**src/rtl/distribute_1x2_lane_buffer_seq.sv**
```systemverilog
// Two independent first-word-fall-through FIFOs behind the 1x2 distribute switch.
// A packet is accepted only when both lanes have space, so a multicast packet never splits.
module distribute_1x2_lane_buffer_seq #(
  parameter int DATA_WIDTH = 32,
  parameter int CMD_WIDTH  = 1,
  parameter int FIFO_DEPTH = 2,
  localparam int PTR_W     = $clog2(FIFO_DEPTH),
  localparam int CNT_W     = PTR_W + 1
) (
  input  logic                    clk,
  input  logic                    rst,
  input  logic [1:0]              i_valid,
  input  logic [2*DATA_WIDTH-1:0] i_data_bus,
  input  logic [2*CMD_WIDTH-1:0]  i_cmd,
  output logic                    o_ready,
  output logic [1:0]              o_valid,
  output logic [2*DATA_WIDTH-1:0] o_data_bus,
  output logic [2*CMD_WIDTH-1:0]  o_cmd,
  input  logic [1:0]              i_ready,
  output logic [2*CNT_W-1:0]      o_count
);

  localparam int ENTRY_W = CMD_WIDTH + DATA_WIDTH;

  logic [1:0] lane_space;
  logic [1:0] push;
  logic [1:0] pop;

  // Readiness depends only on registered counts, never on i_ready.
  assign o_ready = &lane_space;

  for (genvar gi = 0; gi < 2; gi++) begin : g_lane
    logic [ENTRY_W-1:0] mem_q [FIFO_DEPTH];
    logic [ENTRY_W-1:0] mem_d [FIFO_DEPTH];
    logic [PTR_W-1:0]   wptr_q, wptr_d;
    logic [PTR_W-1:0]   rptr_q, rptr_d;
    logic [CNT_W-1:0]   count_q, count_d;
    logic [ENTRY_W-1:0] head;

    assign lane_space[gi] = (count_q < CNT_W'(FIFO_DEPTH));
    assign o_valid[gi]    = (count_q != '0);
    assign push[gi]       = i_valid[gi] & o_ready;
    assign pop[gi]        = o_valid[gi] & i_ready[gi];
    assign head           = mem_q[rptr_q];

    // Empty lanes present all-zero dummy data instead of stale storage.
    assign o_data_bus[gi*DATA_WIDTH +: DATA_WIDTH] =
      o_valid[gi] ? head[DATA_WIDTH-1:0] : '0;
    assign o_cmd[gi*CMD_WIDTH +: CMD_WIDTH] =
      o_valid[gi] ? head[ENTRY_W-1:DATA_WIDTH] : '0;
    assign o_count[gi*CNT_W +: CNT_W] = count_q;

    always_comb begin
      mem_d   = mem_q;
      wptr_d  = wptr_q;
      rptr_d  = rptr_q;
      count_d = count_q + CNT_W'(push[gi]) - CNT_W'(pop[gi]);
      if (push[gi]) begin
        mem_d[wptr_q] = {i_cmd[gi*CMD_WIDTH +: CMD_WIDTH],
                         i_data_bus[gi*DATA_WIDTH +: DATA_WIDTH]};
        wptr_d        = wptr_q + 1'b1;
      end
      if (pop[gi]) begin
        rptr_d = rptr_q + 1'b1;
      end
    end

    // Storage needs no reset: a zero count masks whatever it holds.
    always_ff @(posedge clk) begin
      mem_q <= mem_d;
    end

    always_ff @(posedge clk) begin
      if (rst) begin
        wptr_q  <= '0;
        rptr_q  <= '0;
        count_q <= '0;
      end else begin
        wptr_q  <= wptr_d;
        rptr_q  <= rptr_d;
        count_q <= count_d;
      end
    end
  end

endmodule
```
**config.mk**
```make
export PLATFORM = sky130hd
export DESIGN_NAME = distribute_1x2_lane_buffer_seq
export DESIGN_NICKNAME = d
export VERILOG_FILES = /design/src/rtl/distribute_1x2_lane_buffer_seq.sv
export SDC_FILE = /design/constraint.sdc
export NUM_CORES = 1
export LEC_CHECK = 0
export BUFFER_PORTS_ARGS = -buffer_cell sky130_fd_sc_hd__buf_4
export CAP_MARGIN = 20
export CORE_UTILIZATION = 40
export DETAILED_ROUTE_END_ITERATION = 8
export GPL_TIMING_DRIVEN = 0
export PLACE_DENSITY_LB_ADDON = 0.12
export SLEW_MARGIN = 15
export SYNTH_ARGS = -nofsm -noshare
export SYNTH_HDL_FRONTEND = slang
export SYNTH_SLANG_ARGS = --single-unit
export TNS_END_PERCENT = 20
```
**constraint.sdc**
```tcl
create_clock -name clk -period 3.4 [get_ports clk]
set_clock_uncertainty 0.2 [all_clocks]
set_input_delay 0.17 -clock clk [delete_from_list [all_inputs] [get_ports clk]]
set_output_delay 0.17 -clock clk [all_outputs]
set_load 0.01 [all_outputs]
```
==> summary.md <==
| Metric | Value |
|---|---|
| Number of routed nets with antenna violations | `0` |
| Initial drt markers | `125` |
| Post-Route WL | `10600 um` |
| Initial Util | `40.9%` |
| CP Max Fanout | `10` |
| Nets | `638` |
| R2R Path Start | `g_lane[1].count_q[1]` |
| Share of layout cells above drive strength 1 | `34.8%` |
| Worst vdd ir | `0.000416 V` |
| WHS | `74.2 ps` |
| FMAX | `462 MHz` |
| Syn nets | `402` |
| # rows | `42` |
| Area leader, netlist | `edfxtp_1` |
| CTS clk-pin slew, worst paths | `60 ps` |
| Final setup fails | `0` |
| WL/cell | `14.1 um` |
| P_leak | `3.17 nW` |
| Cts bufs inserted | `17` |
| Outcome | `finished clean` |
| Synth top area share | `73.1%` |
| Clock Tree Buf Depth | `2` |
| Fin. max-slew vios | `0` |
| Pre-CTS setup slack | `1310 ps` |
| CTS tree | `yes` |
| Slowest CP cell | `nor2_1` |
| Initial antenna violation count | `0` |
| Via Count | `3399` |
| HPWL after DPL | `6750 um` |
| Post-cts repair resize count | `0` |
| Synth Instances | `326` |
| Critical path class | `reg2out` |
| Iteration count of the initial detailed-routing pass | `4` |
| Hold WC Path Type | `in2reg` |
| Die Width | `118 um` |
| # hold bufs at CTS | `69` |
| Startpoint types | `flip-flop` |
| Htree depth | `4` |
| Clock Latency Late Sink | `410 ps` |
| IO Port Bufs | `144` |
| Crit end category | `output port` |
| Commonest cells in the netlist | `edfxtp_1, nor2_1, mux2i_1` |
| Worst path max stage delay | `440 ps` |
| Max-Slew Margin vs Limit | `57.6%` |
| Clk root buf | `clkbuf_16` |
| Post-synth EDFFs | `132` |
| Drt drc | `0` |
| Die area | `0.0140 mm^2` |
| Post-Syn Area | `0.00542 mm^2` |
| Die Height | `118 um` |
| Synthesized flop and latch total | `140` |
| Worst setup path endpoint | `o_data_bus[17]` |
| Vias per inst | `4.53` |
| Worst flop-to-flop path endpoint | `g_lane[1].mem_q[64]` |
| Worst-path cell chain | `nor2_1 -> buf_2 -> nor2_1 -> buf_4` |
| WP data required | `3030 ps` |
| I/O Pins | `145` |
| Placer Congestion | `0.705` |
| Design Power | `0.00627 W` |
| Setup WS post-layout | `1240 ps` |
| Core area | `0.0132 mm^2` |
| Antenna Cells | `0` |
| Actual slew at the worst max-slew pin | `634 ps` |
| Ys async rst share | `0%` |
| First-pass GRT wire length | `17000 um` |
| R2r setup slk | `1350 ps` |
| # fillers | `1056` |
| Hold Fails Final Rpt | `0` |
| Synth area leaders | `edfxtp_1, mux2i_1, nor2_1, dfxtp_1, ha_1` |
| Register area | `0.00412 mm^2` |
| Number of clock sinks seen by CTS | `140` |
| Critical path's most frequent cell | `nor2_1` |
| Worst path depth | `4` |
| Final Cycle Share | `63.6%` |
| Most used DFF post-synth | `edfxtp_1` |
| Area occupied by multi-input gates | `0.00120 mm^2` |
| Largest net degree at the start of global routing | `31` |
| Post-CTS Setup Inserts | `0` |
| Area growth, synth to finish | `50.0%` |
| Warnings from Yosys | `0` |
| Arrival time of the worst setup path | `1790 ps` |
| Max Cap Viol | `0` |
| Pwr Density | `771 mW/mm^2` |
| Kind of cell adding the most delay to the critical path | `simple AND/OR/NAND/NOR gates` |
| Seq/Total Area, Yosys | `76.1%` |
| Vias in the first global route | `3511` |
| Avg Inst Size Synth | `16.6 um^2` |
| Yosys cell types | `15` |
| Critical path origin | `g_lane[0].count_q[1]` |
| GRT Total Usage | `16.2%` |
| Most common cell in the netlist | `edfxtp_1` |
| Period minus WS final | `2160 ps` |
| RSZ-0062 raised after global routing | `no` |
| Worst path bufs/invs | `2` |
| Reg2reg path depth | `3` |
| GRT Residual Overflow | `0` |
stage by stage:
stage / utilization (%) / setup TNS, ps / instances / instance area (um^2)
after floorplan: - / 0 / 326 / 5420
after global placement: 50.8 / -26020 / 646 / 6720
after detailed placement: 51.6 / 0 / 650 / 6830
after CTS: 61.4 / 0 / 751 / 8130
after global routing: 61.4 / 0 / 751 / 8130
final: 61.4 / 0 / 751 / 8130
worst min-delay path, cell delays in order:
cell and delay (ps):
buf_4 100, nor3b_2 170, mux2_2 220
area by class of cell:
type	instances	share of cell area, %
Multi-Input combinational cell	165	14.8
Tap cell	176	2.71
Inverter	6	0.277
Clock buffer	19	5.32
Timing Repair Buffer	217	23.0
Clock inverter	13	2.14
Sequential cell	140	50.7
Buffer	15	1.09
sequential cells by signal, summed over array words and instances, names as in the netlist:
register / cells
g_lane.count_q: 4
g_lane.mem_q: 132
g_lane.rptr_q: 2
g_lane.wptr_q: 2
per-layer routing:
layer | track usage, % | vias up | part of all wire, %
met5 | 0 | - | 0
met4 | 8.07 | 0 | 2.3
li1 | - | 1663 | -
met1 | 18.0 | 1600 | 41
met3 | 5.69 | 20 | 6.8
met2 | 27.5 | 116 | 50
cells in the final DEF (no fill, tap or decap):
cell	n
and2_2	2
buf_12	2
buf_16	2
buf_2	8
buf_4	150
bufinv_16	4
clkbuf_1	3
clkbuf_16	17
clkinv_1	2
clkinv_2	3
clkinv_4	1
clkinvlp_4	3
dfxtp_1	8
dlygate4sd3_1	69
edfxtp_1	132
ha_1	4
inv_1	6
mux2_2	4
mux2i_1	66
nor2_1	75
nor2b_1	6
nor2b_4	2
nor3b_2	2
o21a_1	2
xnor3_1	2
logic make-up after synthesis:
kind of cell             after synthesis  synth area share [%]
adder cells (fa/ha/maj)                4                 0.923
AO/OA/AOI/OAI                          2                 0.277
flip-flops                           140                  76.1
XOR/XNOR                               2                 0.831
multiplexers                          70                  13.0
buffers and inverters                 21                  2.05
AND/OR/NAND/NOR                       87                  6.81
where the power goes:
group | internal (W) | switching [W] | total (W)
logic | 0.000985 | 0.00101 | 0.00200
registers | 0.00229 | 0.000100 | 0.00239
clock network | 0.00122 | 0.000667 | 0.00188
total | 0.00449 | 0.00178 | 0.00627
how the worst min path moves through the flow:
| stage | start | to | slack, ps | depth (start not counted) |
|---|---|---|---|---|
| 2_1_floorplan | i_data_bus[0] | g_lane[0].mem_q[0] | 70 | 0 |
| 3_3_place_gp | i_data_bus[45] | g_lane[1].mem_q[13] | 150 | 1 |
| 3_5_place_dp | i_data_bus[49] | g_lane[1].mem_q[50] | 160 | 1 |
| 4_1_cts | i_valid[1] | g_lane[1].wptr_q | 60 | 3 |
| 5_1_grt | i_valid[0] | g_lane[0].wptr_q | 80 | 3 |
| 6_report | i_valid[0] | g_lane[0].wptr_q | 70 | 3 |
(Power assumes the default switching activity.)
